[config.mk]
export PLATFORM = sky130hd
export DESIGN_NAME = decode_stage
export DESIGN_NICKNAME = d
export VERILOG_FILES = /design/src/rtl/rv_decode_pkg.sv /design/src/rtl/rv_decode_comb.sv /design/src/rtl/decode_stage.sv
export SDC_FILE = /design/constraint.sdc
export NUM_CORES = 1
export LEC_CHECK = 0
export BUFFER_PORTS_ARGS = -buffer_cell sky130_fd_sc_hd__buf_2
export CELL_PAD_IN_SITES_DETAIL_PLACEMENT = 0
export CELL_PAD_IN_SITES_GLOBAL_PLACEMENT = 1
export CORE_ASPECT_RATIO = 1.75
export CORE_MARGIN = 1
export CORE_UTILIZATION = 43
export DETAILED_ROUTE_END_ITERATION = 8
export GPL_TIMING_DRIVEN = 1
export HOLD_SLACK_MARGIN = 0.1
export PLACE_DENSITY = 0.87
export SYNTH_ARGS = -nofsm -noshare
export SYNTH_HDL_FRONTEND = slang
export SYNTH_SLANG_ARGS = --single-unit
[constraint.sdc]
create_clock -name in_clk -period 5.01 [get_ports in_clk]
set_clock_uncertainty 0.2 [all_clocks]
set_input_delay 0.2505 -clock in_clk [delete_from_list [all_inputs] [get_ports in_clk]]
set_output_delay 0.2505 -clock in_clk [all_outputs]
set_load 0.005 [all_outputs]
[src/rtl/rv_decode_pkg.sv]
// Shared RV32I decode definitions: opcodes, control-word layout, field encodings
// and the decoded-entry payload held in the decode_stage storage registers.
package rv_decode_pkg;

   localparam int unsigned MAX_XLEN  = 64;
   localparam int unsigned MAX_TAG_W = 64;
   localparam int unsigned CTRL_W    = 18;

   localparam logic [6:0] OPC_LUI    = 7'b0110111;
   localparam logic [6:0] OPC_AUIPC  = 7'b0010111;
   localparam logic [6:0] OPC_JAL    = 7'b1101111;
   localparam logic [6:0] OPC_JALR   = 7'b1100111;
   localparam logic [6:0] OPC_BRANCH = 7'b1100011;
   localparam logic [6:0] OPC_LOAD   = 7'b0000011;
   localparam logic [6:0] OPC_STORE  = 7'b0100011;
   localparam logic [6:0] OPC_OP_IMM = 7'b0010011;
   localparam logic [6:0] OPC_OP     = 7'b0110011;
   localparam logic [6:0] OPC_FENCE  = 7'b0001111;
   localparam logic [6:0] OPC_SYSTEM = 7'b1110011;

   localparam int unsigned CTRL_ALU_FN   = 15;
   localparam int unsigned CTRL_ALU_ALT  = 14;
   localparam int unsigned CTRL_A_SEL    = 12;
   localparam int unsigned CTRL_B_SEL    = 10;
   localparam int unsigned CTRL_REG_WE   = 9;
   localparam int unsigned CTRL_WB_SEL   = 7;
   localparam int unsigned CTRL_MEM_WE   = 6;
   localparam int unsigned CTRL_MEM_RE   = 5;
   localparam int unsigned CTRL_IMM_TYPE = 2;
   localparam int unsigned CTRL_BRANCH   = 1;
   localparam int unsigned CTRL_JUMP     = 0;

   localparam logic [CTRL_W-1:0] NOP_CTRL = '0;

   localparam logic [1:0] A_RS1  = 2'b00;
   localparam logic [1:0] A_PC   = 2'b01;
   localparam logic [1:0] A_ZERO = 2'b10;

   localparam logic [1:0] B_RS2  = 2'b00;
   localparam logic [1:0] B_IMM  = 2'b01;
   localparam logic [1:0] B_FOUR = 2'b10;

   localparam logic [1:0] WB_ALU = 2'b00;
   localparam logic [1:0] WB_MEM = 2'b01;
   localparam logic [1:0] WB_PC4 = 2'b10;

   localparam logic [2:0] IMM_NONE = 3'b000;
   localparam logic [2:0] IMM_I    = 3'b001;
   localparam logic [2:0] IMM_S    = 3'b010;
   localparam logic [2:0] IMM_B    = 3'b011;
   localparam logic [2:0] IMM_U    = 3'b100;
   localparam logic [2:0] IMM_J    = 3'b101;

   // Sized for the widest configuration; the stage slices to XLEN/TAG_W at its ports.
   typedef struct packed {
      logic [CTRL_W-1:0]    ctrl;
      logic [MAX_XLEN-1:0]  imm;
      logic [4:0]           rs1;
      logic [4:0]           rs2;
      logic [4:0]           rd;
      logic [MAX_TAG_W-1:0] tag;
      logic                 illegal;
      logic                 muldiv;
   } dec_entry_t;

endpackage

[src/rtl/rv_decode_comb.sv]
// Purely combinational RV32I decoder producing one decoded entry per instruction.
// RV_MEXT_EN makes OP/funct7=0000001 (M extension) legal and flags it as muldiv.
module rv_decode_comb
   import rv_decode_pkg::*;
#(
   parameter int unsigned TAG_W = 32
) (
   input  logic [31:0]      inst,
   input  logic [TAG_W-1:0] tag,
   output dec_entry_t       entry
);

   logic [6:0]        opcode;
   logic [2:0]        funct3;
   logic [6:0]        funct7;
   logic [2:0]        imm_type;
   logic [31:0]       imm32;
   logic [CTRL_W-1:0] ctrl;
   logic              illegal;
   logic              muldiv;

   assign opcode = inst[6:0];
   assign funct3 = inst[14:12];
   assign funct7 = inst[31:25];

   // Control word and legality; any illegal encoding collapses to NOP.
   always_comb begin
      ctrl     = NOP_CTRL;
      imm_type = IMM_NONE;
      illegal  = 1'b0;
      muldiv   = 1'b0;
      case (opcode)
         OPC_LUI: begin
            ctrl[CTRL_A_SEL +: 2]  = A_ZERO;
            ctrl[CTRL_B_SEL +: 2]  = B_IMM;
            ctrl[CTRL_REG_WE]      = 1'b1;
            ctrl[CTRL_WB_SEL +: 2] = WB_ALU;
            imm_type               = IMM_U;
         end
         OPC_AUIPC: begin
            ctrl[CTRL_A_SEL +: 2] = A_PC;
            ctrl[CTRL_B_SEL +: 2] = B_IMM;
            ctrl[CTRL_REG_WE]     = 1'b1;
            imm_type              = IMM_U;
         end
         OPC_JAL: begin
            ctrl[CTRL_A_SEL +: 2]  = A_PC;
            ctrl[CTRL_B_SEL +: 2]  = B_IMM;
            ctrl[CTRL_REG_WE]      = 1'b1;
            ctrl[CTRL_WB_SEL +: 2] = WB_PC4;
            ctrl[CTRL_JUMP]        = 1'b1;
            imm_type               = IMM_J;
         end
         OPC_JALR: begin
            ctrl[CTRL_A_SEL +: 2]  = A_RS1;
            ctrl[CTRL_B_SEL +: 2]  = B_IMM;
            ctrl[CTRL_REG_WE]      = 1'b1;
            ctrl[CTRL_WB_SEL +: 2] = WB_PC4;
            ctrl[CTRL_JUMP]        = 1'b1;
            imm_type               = IMM_I;
            illegal                = (funct3 != 3'b000);
         end
         OPC_BRANCH: begin
            ctrl[CTRL_B_SEL +: 2] = B_RS2;
            ctrl[CTRL_BRANCH]     = 1'b1;
            imm_type              = IMM_B;
            illegal               = (funct3 == 3'b010) || (funct3 == 3'b011);
         end
         OPC_LOAD: begin
            ctrl[CTRL_B_SEL +: 2]  = B_IMM;
            ctrl[CTRL_REG_WE]      = 1'b1;
            ctrl[CTRL_WB_SEL +: 2] = WB_MEM;
            ctrl[CTRL_MEM_RE]      = 1'b1;
            imm_type               = IMM_I;
            illegal                = (funct3 == 3'b011) || (funct3[2:1] == 2'b11);
         end
         OPC_STORE: begin
            ctrl[CTRL_B_SEL +: 2] = B_IMM;
            ctrl[CTRL_MEM_WE]     = 1'b1;
            imm_type              = IMM_S;
            illegal               = (funct3 > 3'b010);
         end
         OPC_OP_IMM: begin
            ctrl[CTRL_ALU_FN +: 3] = funct3;
            ctrl[CTRL_B_SEL +: 2]  = B_IMM;
            ctrl[CTRL_REG_WE]      = 1'b1;
            imm_type               = IMM_I;
            if (funct3 == 3'b001) begin
               illegal = (funct7 != 7'b0000000);
            end else if (funct3 == 3'b101) begin
               ctrl[CTRL_ALU_ALT] = (funct7 == 7'b0100000);
               illegal = (funct7 != 7'b0000000) && (funct7 != 7'b0100000);
            end
         end
         OPC_OP: begin
            ctrl[CTRL_ALU_FN +: 3] = funct3;
            ctrl[CTRL_B_SEL +: 2]  = B_RS2;
            ctrl[CTRL_REG_WE]      = 1'b1;
            if (funct7 == 7'b0100000 && (funct3 == 3'b000 || funct3 == 3'b101)) begin
               ctrl[CTRL_ALU_ALT] = 1'b1;
            end else if (funct7 == 7'b0000001) begin
`ifdef RV_MEXT_EN
               muldiv = 1'b1;
`else
               illegal = 1'b1;
`endif
            end else if (funct7 != 7'b0000000) begin
               illegal = 1'b1;
            end
         end
         OPC_FENCE, OPC_SYSTEM: ctrl = NOP_CTRL;
         default: illegal = 1'b1;
      endcase
      ctrl[CTRL_IMM_TYPE +: 3] = imm_type;
      if (illegal) begin
         ctrl     = NOP_CTRL;
         imm_type = IMM_NONE;
         muldiv   = 1'b0;
      end
   end

   always_comb begin
      case (imm_type)
         IMM_I:   imm32 = {{20{inst[31]}}, inst[31:20]};
         IMM_S:   imm32 = {{20{inst[31]}}, inst[31:25], inst[11:7]};
         IMM_B:   imm32 = {{19{inst[31]}}, inst[31], inst[7], inst[30:25], inst[11:8], 1'b0};
         IMM_U:   imm32 = {inst[31:12], 12'b0};
         IMM_J:   imm32 = {{11{inst[31]}}, inst[31], inst[19:12], inst[20], inst[30:21], 1'b0};
         default: imm32 = '0;
      endcase
   end

   always_comb begin
      entry.ctrl    = ctrl;
      entry.imm     = MAX_XLEN'($signed(imm32));
      entry.rs1     = inst[19:15];
      entry.rs2     = inst[24:20];
      entry.rd      = inst[11:7];
      entry.tag     = MAX_TAG_W'(tag);
      entry.illegal = illegal;
      entry.muldiv  = muldiv;
   end

endmodule

[src/rtl/decode_stage.sv]
// Registered RV32I decode stage with a two-entry skid buffer (head + skid).
// RV_MEXT_EN enables M-extension decode and drives out_muldiv.
module decode_stage
   import rv_decode_pkg::*;
#(
   parameter int unsigned XLEN  = 32,
   parameter int unsigned TAG_W = 32
) (
   input  logic             in_clk,
   input  logic             in_rst_n,
   input  logic             in_flush,
   input  logic             in_valid,
   output logic             out_ready,
   input  logic [31:0]      in_inst,
   input  logic [TAG_W-1:0] in_tag,
   output logic             out_valid,
   input  logic             in_ready,
   output logic [17:0]      out_ctrl,
   output logic [XLEN-1:0]  out_imm,
   output logic [4:0]       out_rs1,
   output logic [4:0]       out_rs2,
   output logic [4:0]       out_rd,
   output logic [TAG_W-1:0] out_tag,
   output logic             out_illegal,
   output logic             out_muldiv
);

   dec_entry_t dec;
   dec_entry_t head_q;
   dec_entry_t skid_q;
   logic       head_valid;
   logic       skid_valid;
   logic       accept;
   logic       pop;
   logic       unused_bits;

   rv_decode_comb #(.TAG_W(TAG_W)) u_dec (
      .inst  (in_inst),
      .tag   (in_tag),
      .entry (dec)
   );

   assign out_ready = in_rst_n & ~skid_valid;
   assign accept    = in_valid & out_ready;
   assign pop       = head_valid & in_ready;

   // Skid only fills while the head is held, so out_ready = !skid_valid keeps it lossless.
   always_ff @(posedge in_clk) begin
      if (!in_rst_n) begin
         head_valid <= 1'b0;
         skid_valid <= 1'b0;
         head_q     <= '0;
         skid_q     <= '0;
      end else if (in_flush) begin
         head_valid <= 1'b0;
         skid_valid <= 1'b0;
      end else if (pop && skid_valid) begin
         head_q     <= skid_q;
         skid_valid <= 1'b0;
      end else if (pop || !head_valid) begin
         head_valid <= accept;
         if (accept) head_q <= dec;
      end else if (accept) begin
         skid_q     <= dec;
         skid_valid <= 1'b1;
      end
   end

   assign out_valid   = head_valid;
   assign out_ctrl    = head_q.ctrl;
   assign out_imm     = head_q.imm[XLEN-1:0];
   assign out_rs1     = head_q.rs1;
   assign out_rs2     = head_q.rs2;
   assign out_rd      = head_q.rd;
   assign out_tag     = head_q.tag[TAG_W-1:0];
   assign out_illegal = head_q.illegal;
`ifdef RV_MEXT_EN
   assign out_muldiv  = head_q.muldiv;
`else
   assign out_muldiv  = 1'b0;
`endif

   // Upper imm/tag bits beyond the configured widths are intentionally dropped.
   assign unused_bits = ^{head_q.imm, head_q.tag, head_q.muldiv};

endmodule

; ---- Word level (Yosys, flattened, before mapping)
; Index checks and enable logic that the tools add are counted.
[word_totals]
regBits = 198
latchBits = 0
mem_bits_rw = 0
mem_bits_ro = 0
input_bits = 69
mem_count = 0
[classes]
n_addsub = 0
multipliers = 0
n_div = 0
magnitude_cmp = 1
n_eq_ne = 24
n_shift = 0
muxes = 25
bitwise = 8
n_reduce_logical = 26
[ops]
columns = op, count
row1 = $mux W163, 3
row2 = $pmux W32 S5, 1
row3 = $eq A7 B6 Y1 const B, 4
row4 = $eq A7 B7 Y1 const B, 4
row5 = $mux W18, 1
row6 = $pmux W3 S5, 1
row7 = $eq A7 B5 Y1 const B, 2
row8 = $mux W1, 14
row9 = $reduce_or A7 Y1, 2
row10 = $eq A3 B2 Y1 const B, 4
row11 = $eq A3 B3 Y1 const B, 3
row12 = $pmux W2 S2, 2
row13 = $pmux W4 S2, 1
row14 = $reduce_or A2 Y1, 4
row15 = $eq A7 B1 Y1 const B, 1
row16 = $eq A7 B2 Y1 const B, 1
row17 = $eq A7 B4 Y1 const B, 1
row18 = $ne A7 B6 Y1 const B, 1
row19 = $pmux W1 S7, 1
row20 = $reduce_bool A7 Y1, 1
row21 = $eq A3 B1 Y1 const B, 2
row22 = $reduce_or A3 Y1, 2
row23 = $not A1 Y1, 5
row24 = $reduce_or A5 Y1, 1
row25 = other kinds (13), 22

; ---- Logic depth before layout (Yosys ltp)
; Gate-level depths: netlist (run 1).
[logic_depth]
ltp_word = 11
depth_mapped = 9

; ---- By module
; From an unflattened synthesis (run 1), not the netlist that was laid out.
[unflattened]
cells_unflattened = 1525
hier_area_um2 = 12248.0
[by_module_without_submodules]
columns = mod, instances, cells_per_inst, area_each_um2, seq_area_each_um2
row1 = decode_stage, 1, 1274, 10535.1, 3963.8
row2 = rv_decode_comb, 1, 251, 1712.9, 0.0

; ---- Least setup slack after synthesis (run 1)
; No wires, ideal clock.
[synth_path]
path_type = input -> register
from = in in_inst[3]
to = reg skid_q[89] in the netlist's numbering
setup_ns = 0.117
t_arrival_ns = 2.105
t_required_ns = 4.693
slack_ns = 2.588
path_stages = 7
path_buffers = 1
cell_sequence = nand4bb_4 > or4b_4 > a2111oi_4 > or3_1 > nor3_1 > buf_2 > a32o_1
[synth_between]
elab_chain_len = 6
elab_cells_between_ends = 23
cone_classes = eq/ne (16) / mux (4) / reduce/logical (3)
[synth_lines]
columns = item, line
row1 = start: declaration, decode_stage.sv:14  ; input logic [31:0] in_inst,
row2 = $eq A7 B4 Y1 (tied with other cells), rv_decode_comb.sv:32  ; case (opcode)
row3 = $reduce_or A5 Y1 (no line) (tied with other cells), -
row4 = $pmux W1 S7 / $pmux W3 S5 (equally long branches), rv_decode_comb.sv:32
row5 = $mux W3 *, rv_decode_comb.sv:115  ; if (illegal) begin
row6 = $eq A3 B3 Y1 (tied with other cells), rv_decode_comb.sv:123  ; case (imm_type)
row7 = $pmux W32 S5 *, rv_decode_comb.sv:123
row8 = end signal: assignment, decode_stage.sv:53  ; skid_q <= '0;
row9 = end signal: assignment, decode_stage.sv:64  ; skid_q <= dec;
row10 = end: declaration, decode_stage.sv:30  ; dec_entry_t skid_q;
; Every way passes the cells marked *; elsewhere a longest branch is shown, timed or not.
; A chain may end at the register's enable or synchronous reset.

; ---- Worst setup path in the final report (run 1)
[layout_path]
from = in in_inst[6]
to = reg head_q (netlist bit out_imm[28])
[layout_between]
elab_chain_len = 9
elab_cells_between_ends = 26
cone_classes = eq/ne (16) / mux (7) / reduce/logical (3)
[layout_lines]
columns = item, line
row1 = $eq A7 B4 Y1 (tied with other cells), rv_decode_comb.sv:32
row2 = $reduce_or A5 Y1 (no line) (tied with other cells), -
row3 = $pmux W1 S7 / $pmux W3 S5 (equally long branches), rv_decode_comb.sv:32
row4 = $mux W3 *, rv_decode_comb.sv:115
row5 = $eq A3 B3 Y1 (tied with other cells), rv_decode_comb.sv:123
row6 = $pmux W32 S5 *, rv_decode_comb.sv:123
row7 = $mux W163 *, decode_stage.sv:62  ; if (accept) head_q <= dec;
row8 = $mux W163 *, decode_stage.sv:60  ; end else if (pop || !head_valid) begin
row9 = $mux W163 *, decode_stage.sv:57  ; end else if (pop && skid_valid) begin
row10 = end signal: assignment, decode_stage.sv:58  ; head_q <= skid_q;
row11 = end: declaration, decode_stage.sv:29  ; dec_entry_t head_q;
; Every way passes the cells marked *; elsewhere a longest branch is shown, timed or not. The select of a mux whose other input is x is not followed.

==> results of run 1 <==
power breakdown:
| part | leakage (nW) | total, mW | internal [mW] | switching [mW] |
|---|---|---|---|---|
| sequential | 1.57 | 1.61 | 1.58 | 0.0229 |
| clock | 0.279 | 1.31 | 0.685 | 0.621 |
| combinational | 2.62 | 0.297 | 0.131 | 0.166 |
| total | 4.47 | 3.21 | 2.40 | 0.810 |
critical path: cells and delay by family:
kind,cells,cell delay [ns]
simple gates,3,0.87
buf+inv,3,0.99
compound gates,3,1.39
state kept, by name, indices dropped and copies added, names as in the netlist:
register / flops
out_valid: 1
skid_valid: 1
out_rs1: 5
out_ctrl: 16
out_illegal: 1
skid_q: 96
out_tag: 32
out_rs2: 5
out_rd: 5
out_imm: 32
path summary, 6_finish.rpt:
kind                 end  slack [ns]  cells after the start
max          out_imm[28]        1.58                      9
min           skid_q[93]        0.13                      3
max reg2reg  out_imm[30]        2.42                      6
min reg2reg   skid_q[14]        0.26                      2
timing repair:
item,CTS,global route
hold buffers,64,0
hold endpoints to repair,163,0
setup endpoints to repair,0,0
buffers inserted,0,0
kinds of logic after synthesis:
logic type                after synthesis  share of synthesized area (%)
other                                   1                         0.0456
and+or+nand+nor                       404                           22.1
AOI/OAI and AO/OA                     316                           25.7
DFF                                   194                           47.2
xor gates and xnor gates                1                          0.106
buffers and inverters                 102                           4.93
per-layer routing:
metal	GRT usage (%)	vias up	wire length [µm]
li1	-	3958	-
met1	30.5	3835	10100
met2	45.4	265	12900
met3	4.82	58	1230
met4	13.8	0	1100
met5	0	-	0
area by class of cell:
cell class              instances  area, µm²
fillers                      1825       8350
multi-input cells             723       3970
flip-flops and latches        194       3880
repair buffers                243       1580
clock buffers                  20        467
well taps                     238        298
clock inverters                12       95.1
inverters                       5       18.8
Yosys cell counts (all sizes together) (2+ instances only):
master,n
nor2,30
nor3b,2
dfxtp,194
a32o,6
or4,3
a32oi,4
and2,6
nand3b,6
o22ai,2
o211ai,12
nand2b,5
clkbuf,86
nor3,10
a221oi,17
o21ai,70
o211a,43
nor4,8
a311oi,6
nand2,248
a22oi,5
nand3,57
buf,11
or3b,3
or3,15
a22o,9
a31oi,29
inv,5
a2111oi,2
and3,3
a21oi,100
through the flow:
stage	utilization [%]	area, µm²	worst slack (ns)
floorplan	-	8230	2.59
global placement	48.8	9110	1.75
detailed placement	48.8	9110	1.69
CTS	55.2	10300	1.61
global route	55.2	10300	1.41
finish	55.2	10300	1.58
==> key figures, run 1 <==
Floorplanning
  • Die H: between 150 and 200 µm
  • Starting Density: roughly 44%
  • Die W: 107 µm
  • Die Area: about 20000 µm²
  • Core area: about 19000 µm²
  • Row count: 66
  • Io pins: 170

Timing
  • Slew @ Worst Pin: 1.05 ns
  • Tcrit/Tclk final: slightly below 70%
  • Final Hold Vio Count: 0
  • Max-slew headroom: around 30%
  • Period minus WS final: approximately 3.4 ns
  • Slew Viols, Final: 0
  • Fmax: about 0.29 GHz
  • RSZ-0062 raised after global routing: no
  • Final setup fails: 0
  • Sum Neg Setup Slack: 0 ns
  • Hold slack: about 0.13 ns

Clocking
  • Clock tree sinks: around 190
  • CTS Buf Count: 17
  • Clk_lat worst skew: between 0.4 and 0.5 ns
  • TritonCTS clock tree: yes
  • Clock root cell: clkbuf_16
  • Htree depth: 4
  • Worst-path clk slew: 0.07 ns
  • Clock Path Buffers: 2
  • Post-cts sizing count: 0

Critical path
  • Max Fanout on Critical Path: 18
  • Crit-path max cell delay: approximately 0.76 ns
  • Critical path endpoint category: flip-flop
  • CP Cell Sequence: dlygate4sd3_1 -> buf_2 -> nand4bb_4 -> or4b_4 -> a2111oi_4 -> nor3_2 -> buf_4 -> a31oi_1 -> a221oi_1
  • Arrival @ worst endpoint: 3.51 ns
  • Worst path slowest cell: a31oi_1
  • FF-to-FF Start: skid_valid
  • Kind of critical path: input port to flip-flop
  • CP startpoint: in_inst[6]
  • Crit path required time: 5.09 ns
  • Startpoint Class: input port

Routing
  • DR vias/cell: roughly 5.7
  • WL per Instance: 17.7 µm
  • Vias after detailed routing: approximately 8100
  • DRC: 0
  • Routed wire length: approximately 25000 µm
  • Final ANT Viol Nets: 0
  • DR iter-0 viols: roughly 540
  • Detailed Routing Iterations Pass 1: 5

Logic synthesis
  • Cell taking the most area after synthesis: dfxtp_1
  • Synth top area cells: dfxtp_1 (47%), nand2_1 (11%), a21oi_1 (6.1%), o211a_1 (5.2%), o21ai_0 (4.3%)
  • Post-synth cell types: 57
  • Number of flops mapped to enable cells by yosys: 0
  • Async S/R FF share, synth: 0%
  • Post-synthesis instance area: just over 8000 µm²
  • Main synth FF type: dfxtp_1
  • Synth warn: 0
  • Seq/Total Area, Yosys: between 40 and 50%
  • Syn_area_per_cell: ~8.1 µm²
  • Seq cells post-synth: ~190
  • Mapped Cells: about 1000
  • Yosys top cell area share: between 40% and 50%

Global routing
  • Largest net degree at the start of global routing: between 150 and 200
  • Gr usage total: a little over a quarter
  • Global route overflow: 0
  • First-pass GRT wire length: 40600 µm
  • Initial antenna violation count: 0
  • Vias in the first global route: slightly below 8000

Final layout
  • Leading cell types in the layout, fill and taps excluded: nand2_1 (248), dfxtp_1 (194), buf_2 (166), a21oi_1 (100), o21ai_0 (70)
  • Most common cell after layout, fill and taps aside: nand2_1
  • Diodes inserted: 0
  • Fin cells: about 1400
  • Ratio of cells with drive above 1 in the final layout: approximately a fifth
  • Layout Nets: approximately 1300
  • Area Overhead vs Synth: 25.3%

Power and ir drop
  • Total power: ~3.2 mW
  • IR drop worst, VDD: between 0.2 and 0.25 mV
  • Power per standard cell area: between 300 and 400 nW/µm²
  • Pleak: approximately 4.5 nW

Hold path
  • Min-delay src: in_rst_n
  • Tightest Hold Check Type: input port to flip-flop

Placed design
  • HPWL Detailed: 15900 µm
  • Placer Congestion: slightly above 0.9
  • Dpl cells: about 1300
  • PortBufs: about 170

Outcome
  • Status: completed

Flow run
  • Max-cap viol count: 0
Note: power is estimated with default switching activity, not from simulation.
==> run 2, diff against run 1 <==
--- a/config.mk
+++ b/config.mk
@@ -10,11 +10,11 @@
 export CELL_PAD_IN_SITES_GLOBAL_PLACEMENT = 1
 export CORE_ASPECT_RATIO = 1.75
 export CORE_MARGIN = 1
-export CORE_UTILIZATION = 43
+export CORE_UTILIZATION = 36
 export DETAILED_ROUTE_END_ITERATION = 8
 export GPL_TIMING_DRIVEN = 1
 export HOLD_SLACK_MARGIN = 0.1
-export PLACE_DENSITY = 0.87
+export PLACE_DENSITY = 0.78
 export SYNTH_ARGS = -nofsm -noshare
 export SYNTH_HDL_FRONTEND = slang
 export SYNTH_SLANG_ARGS = --single-unit
==> constraint.sdc (replaced) <==
create_clock -name in_clk -period 2.9 [get_ports in_clk]
set_clock_uncertainty 0.2 [all_clocks]
set_input_delay 0.145 -clock in_clk [delete_from_list [all_inputs] [get_ports in_clk]]
set_output_delay 0.145 -clock in_clk [all_outputs]
set_load 0.005 [all_outputs]
==> key figures, run 2 (synthesis gave the netlist of run 1 again) <==
Outcome
  • Status: completed

Hold path
  • Min-delay src: skid_q[81]
  • Worst hold stages: 2
  • Tightest Hold Check Type: flip-flop to flip-flop
  • Worst hold endpoint: skid_q[81]

Timing
  • Slew @ Worst Pin: 0.787 ns
  • Fmax: roughly 0.36 GHz
  • Hold slack: roughly 0.25 ns
  • Max-slew headroom: 47.6%
  • Tcrit/Tclk final: a little over nine tenths
  • Final Hold Vio Count: 0
  • Slew Viols, Final: 0
  • Sum Neg Setup Slack: 0 ns
  • RSZ-0062 raised after global routing: no
  • Final worst slack: roughly 0.12 ns
  • Period minus WS final: around 2.8 ns
  • Final setup fails: 0

Power and ir drop
  • Sequential power share: 49.4%
  • Logic pwr share: about a tenth
  • Cell internal pwr: a little over 4 mW
  • Power per standard cell area: 526 nW/µm²
  • Pleak: 4.60 nW
  • IR drop worst, VDD: about 0.38 mV
  • Total power: between 5 and 6 mW
  • NetSw: ~1.5 mW
  • Clock Power Share: 40.9%
  • Sw Share: a little over a quarter

Clocking
  • CTS Buf Count: 17
  • Htree depth: 4
  • Clock root cell: clkbuf_16
  • Worst-path clk slew: around 0.07 ns
  • Clock Path Buffers: 2
  • Clock tree sinks: between 150 and 200
  • TritonCTS clock tree: yes
  • Clk_lat worst skew: about 0.45 ns

Floorplanning
  • Starting Density: 37.0%
  • Io pins: 170
  • Die W: about 120 µm
  • Die Area: approximately 23000 µm²
  • Row count: 72
  • Core area: roughly 22000 µm²
  • Die H: just over 200 µm

Global routing
  • Gr usage total: between 20% and 30%
  • Initial antenna violation count: 1
  • Largest net degree at the start of global routing: 91
  • First-pass GRT wire length: 42200 µm
  • Vias in the first global route: 7853
  • Global route overflow: 0

Critical path
  • Startpoint Class: input port
  • Kind of critical path: input port to flip-flop
  • FF-to-FF Start: out_valid
  • Worst Reg-to-Reg Cells: 5
  • Max Fanout on Critical Path: 14
  • R2r endpoint: skid_q[159]
  • CP Cell Sequence: dlygate4sd3_1 -> buf_2 -> nand4bb_4 -> or4b_4 -> a2111oi_4 -> or3_1 -> nor3_1 -> buf_4 -> a32o_1
  • Worst path slowest cell: or4b_4
  • Crit-path max cell delay: between 0.5 and 0.6 ns
  • Critical path endpoint category: flip-flop
  • Worst reg2reg setup slack: approximately 0.43 ns
  • Arrival @ worst endpoint: 2.91 ns
  • Crit path required time: about 3.0 ns

Placed design
  • PortBufs: about 170
  • Placer Congestion: 0.932
  • Dpl cells: 1414
  • Place WS: 0.246 ns
  • HPWL Detailed: about 17000 µm
  • Placed Area: roughly 9400 µm²

Final layout
  • # fillers: 2205
  • Fin cells: between 1500 and 2000
  • Max reg flops: 96
  • Largest reg by FF count: skid_q
  • Sequential standard cell area: around 4000 µm²
  • Most common cell after layout, fill and taps aside: nand2_1
  • Post-layout util: between 40% and 50%
  • Layout Nets: 1275
  • Leading cell types in the layout, fill and taps excluded: nand2_1 (248), dfxtp_1 (194), buf_2 (166), a21oi_1 (100), o21ai_0 (70)
  • Fin area: ~11000 µm²
  • Multi-input gate area: between 3000 and 4000 µm²
  • Area Overhead vs Synth: 29.5%
  • Ratio of cells with drive above 1 in the final layout: approximately a fifth

Flow run
  • Max-cap viol count: 0

Routing
  • Final ANT Viol Nets: 0
  • DRC: 0
  • DR iter-0 viols: 480
  • Routed wire length: between 20000 and 30000 µm
  • Detailed Routing Iterations Pass 1: 6
  • Vias after detailed routing: between 8000 and 9000
  • WL per Instance: roughly 18 µm
  • DR vias/cell: 5.37
## run 2: cell types whose count changed in the layout (fill, tap and decap cells not counted), moves of 2 or more
cell           before  now
clkinv_2            3    1
buf_12              1    7
buf_4              12   23
inv_8               1    3
clkbuf_8            3    0
dlygate4sd3_1      64   69
## run 2: how the worst max path moves through the flow
stage                     from          end  slack, ns  cells after the start
detailed placement  in_inst[6]  skid_q[106]       0.25                      7
finish              in_inst[6]   skid_q[86]       0.12                      9
global placement    in_inst[6]  skid_q[110]       0.30                      7
global route        in_inst[6]  out_imm[11]       0.02                      9
floorplan           skid_valid   skid_q[89]       0.53                      6
CTS                 in_inst[6]  skid_q[152]       0.15                      8
## run 2: worst max-delay path, delay by kind of cell
family,cells,cell delay (ns)
AND/OR/NAND/NOR,4,1.15
buffers and inverters,3,0.91
AO/OA/AOI/OAI,2,0.70
## run 2: repair_timing
| item | 4_1_cts | 5_1_grt |
|---|---|---|
| endpoints found under the setup margin | 0 | 68 |
| buffers inserted | 0 | 0 |
| endpoints found under the hold margin | 177 | 0 |
| gates resized for setup | 0 | 2 |
| hold buffers | 69 | 0 |
## run 2: per-layer routing
metal	up-vias	global-route usage [%]	share of wire, %
li1	4001	-	-
met1	3822	26.0	39
met2	262	40.4	51
met3	60	5.19	5.2
met4	0	12.9	4.6
met5	-	0	0
## run 2: final cells by class
class | count | area share [%]
Multi-Input combinational cell | 723 | 37.3
Sequential cell | 194 | 36.5
Timing Repair Buffer | 265 | 17.2
Clock buffer | 17 | 3.99
Tap cell | 296 | 3.48
Clock inverter | 15 | 1.33
Inverter | 5 | 0.176
Antenna cell | 1 | 0.0235
## run 2: power by group through the flow
stage | clock, mW | sequential [mW] | combinational [mW]
CTS | 2.37 | 2.77 | 0.541
finish | 2.29 | 2.77 | 0.541
floorplan | 0 | 2.83 | 0.233
detailed placement | 0 | 2.83 | 0.467
global placement | 0 | 2.83 | 0.465
global route | 2.47 | 2.78 | 0.594
==> run 3, diff against run 2 <==
--- a/config.mk
+++ b/config.mk
@@ -8,7 +8,7 @@
 export BUFFER_PORTS_ARGS = -buffer_cell sky130_fd_sc_hd__buf_2
 export CELL_PAD_IN_SITES_DETAIL_PLACEMENT = 0
 export CELL_PAD_IN_SITES_GLOBAL_PLACEMENT = 1
-export CORE_ASPECT_RATIO = 1.75
+export CORE_ASPECT_RATIO = 1.25
 export CORE_MARGIN = 1
 export CORE_UTILIZATION = 36
 export DETAILED_ROUTE_END_ITERATION = 8
==> key figures, run 3 (synthesis gave the netlist of run 1 again) <==
Outcome
  • Status: completed

Clocking
  • Clk_lat worst skew: roughly 0.43 ns
  • Worst-path clk slew: 0.08 ns
  • Clock root cell: clkbuf_16
  • Htree depth: 4
  • TritonCTS clock tree: yes
  • Clock Path Buffers: 2
  • CTS Buf Count: 17
  • Clock tree sinks: around 190

Critical path
  • Max Fanout on Critical Path: 36
  • Startpoint Class: input port
  • Kind of critical path: input port to flip-flop
  • Worst path top cell family by delay: buffers and inverters
  • Crit path required time: 3.02 ns
  • FF-to-FF Start: out_valid
  • CP Cell Sequence: dlygate4sd3_1 -> buf_2 -> nand2b_1 -> nor4_2 -> buf_4 -> buf_6 -> nor2_1 -> buf_4 -> a22o_1 -> dlygate4sd3_1
  • Crit-path max cell delay: about 0.55 ns
  • Arrival @ worst endpoint: between 2 and 3 ns
  • Worst path slowest cell: dlygate4sd3_1
  • Worst path buffer plus inverter count: 6
  • CP startpoint: in_flush
  • Critical path endpoint category: flip-flop

Global routing
  • Initial antenna violation count: 0
  • Vias in the first global route: just under 8000
  • Global route overflow: 0
  • First-pass GRT wire length: 40700 µm
  • Gr usage total: ~22%
  • Largest net degree at the start of global routing: 64

Power and ir drop
  • IR drop worst, VDD: around 0.42 mV
  • Pleak: between 4 and 5 nW
  • Cell internal pwr: approximately 4.2 mW
  • Power per standard cell area: between 500 and 600 nW/µm²
  • Sw Share: 26.0%
  • Clock Power Share: approximately two fifths
  • NetSw: roughly 1.5 mW
  • Sequential power share: about half
  • Logic pwr share: under 10%

Routing
  • DRC: 0
  • Routed wire length: around 26000 µm
  • Final ANT Viol Nets: 0
  • Vias after detailed routing: ~8000
  • DR vias/cell: ~5.4
  • DR iter-0 viols: between 500 and 600
  • WL per Instance: between 15 and 20 µm
  • Detailed Routing Iterations Pass 1: 4

Floorplanning
  • Die W: ~140 µm
  • Io pins: between 150 and 200
  • Row count: 61
  • Core area: between 20000 and 25000 µm²
  • Die Area: between 20000 and 25000 µm²
  • Starting Density: between 30% and 40%
  • Die H: approximately 170 µm

Hold path
  • Min-delay src: in_rst_n
  • Tightest Hold Check Type: input port to flip-flop

Final layout
  • Leading cell types in the layout, fill and taps excluded: nand2_1 (248), dfxtp_1 (194), buf_2 (166), a21oi_1 (100)
  • Most common cell after layout, fill and taps aside: nand2_1
  • Layout Nets: around 1300
  • Ratio of cells with drive above 1 in the final layout: 20.9%
  • Max reg flops: 96
  • Area Overhead vs Synth: 30.7%
  • Largest reg by FF count: skid_q

Placed design
  • Placer Congestion: 0.912
  • PortBufs: ~170
  • HPWL Detailed: 16700 µm

Flow run
  • Max-cap viol count: 0

Timing
  • Final setup fails: 0
  • Period minus WS final: 2.77 ns
  • Sum Neg Setup Slack: 0 ns
  • Slew @ Worst Pin: roughly 0.67 ns
  • Final Hold Vio Count: 0
  • Hold slack: approximately 0.13 ns
  • Slew Viols, Final: 0
  • Max-slew headroom: 55.2%
  • Fmax: around 0.36 GHz
  • RSZ-0062 raised after global routing: no
  • Tcrit/Tclk final: approximately 95%
[run 3: changes by cell type in the layout (fill, tap and decap cells not counted), sizes merged]
cell	delta
clkinvlp	+1
inv	+2
buf	+10
clkinv	-4
dlygate4sd3	+1
bufinv	+1
[run 3: timing repair]
action	in CTS	in global routing
endpoints found under the hold margin	178	0
gates resized for setup	0	4
hold buffers	70	0
buffers inserted	0	0
setup endpoints to repair	0	11
[run 3: tightest hold or removal path, stage by stage]
cell and delay (ns):
buf_4 0.13, buf_4 0.27, o211a_1 0.17
[run 3: area by class of cell]
cell class / count / area [µm²]
fillers: 2222 / 11600
multi-input cells: 723 / 3980
flip-flops and latches: 194 / 3880
repair buffers: 276 / 1920
clock buffers: 17 / 425
well taps: 283 / 354
clock inverters: 15 / 168
inverters: 5 / 18.8
diodes: 1 / 2.50
[run 3: layer usage]
metal | global-route usage, % | routed length [µm] | vias up
li1 | - | - | 4018
met1 | 27.0 | 10800 | 3831
met2 | 38.6 | 13100 | 252
met3 | 4.03 | 1380 | 35
met4 | 9.79 | 722 | 0
met5 | 0 | 0 | -
[run 3: final timing paths]
check / endpoint / slack (ns) / cells after the start
setup / recovery: skid_q[161] / 0.13 / 10
hold / removal: out_tag[0] / 0.13 / 3
setup reg to reg: skid_q[161] / 0.22 / 8
hold reg to reg: skid_q[81] / 0.25 / 2
[run 3: stage by stage]
stage	power, mW	instance area (µm²)	instances	util, %	setup WS [ns]
3_5_place_dp	3.30	9440	1411	42.2	0.0848
6_report	5.69	10800	1514	48.1	0.133
2_1_floorplan	3.07	8230	1019	-	0.530
3_3_place_gp	3.30	9440	1411	42.2	0.164
4_1_cts	5.76	10700	1513	48.0	0.0220
5_1_grt	5.93	10800	1513	48.1	0.0129
[run 3: power groups by stage]
stage / Combinational (mW) / Sequential [mW] / Clock [mW]
2_1_floorplan: 0.233 / 2.83 / 0
3_3_place_gp: 0.467 / 2.83 / 0
3_5_place_dp: 0.469 / 2.83 / 0
4_1_cts: 0.541 / 2.77 / 2.45
5_1_grt: 0.598 / 2.78 / 2.55
6_report: 0.540 / 2.77 / 2.38
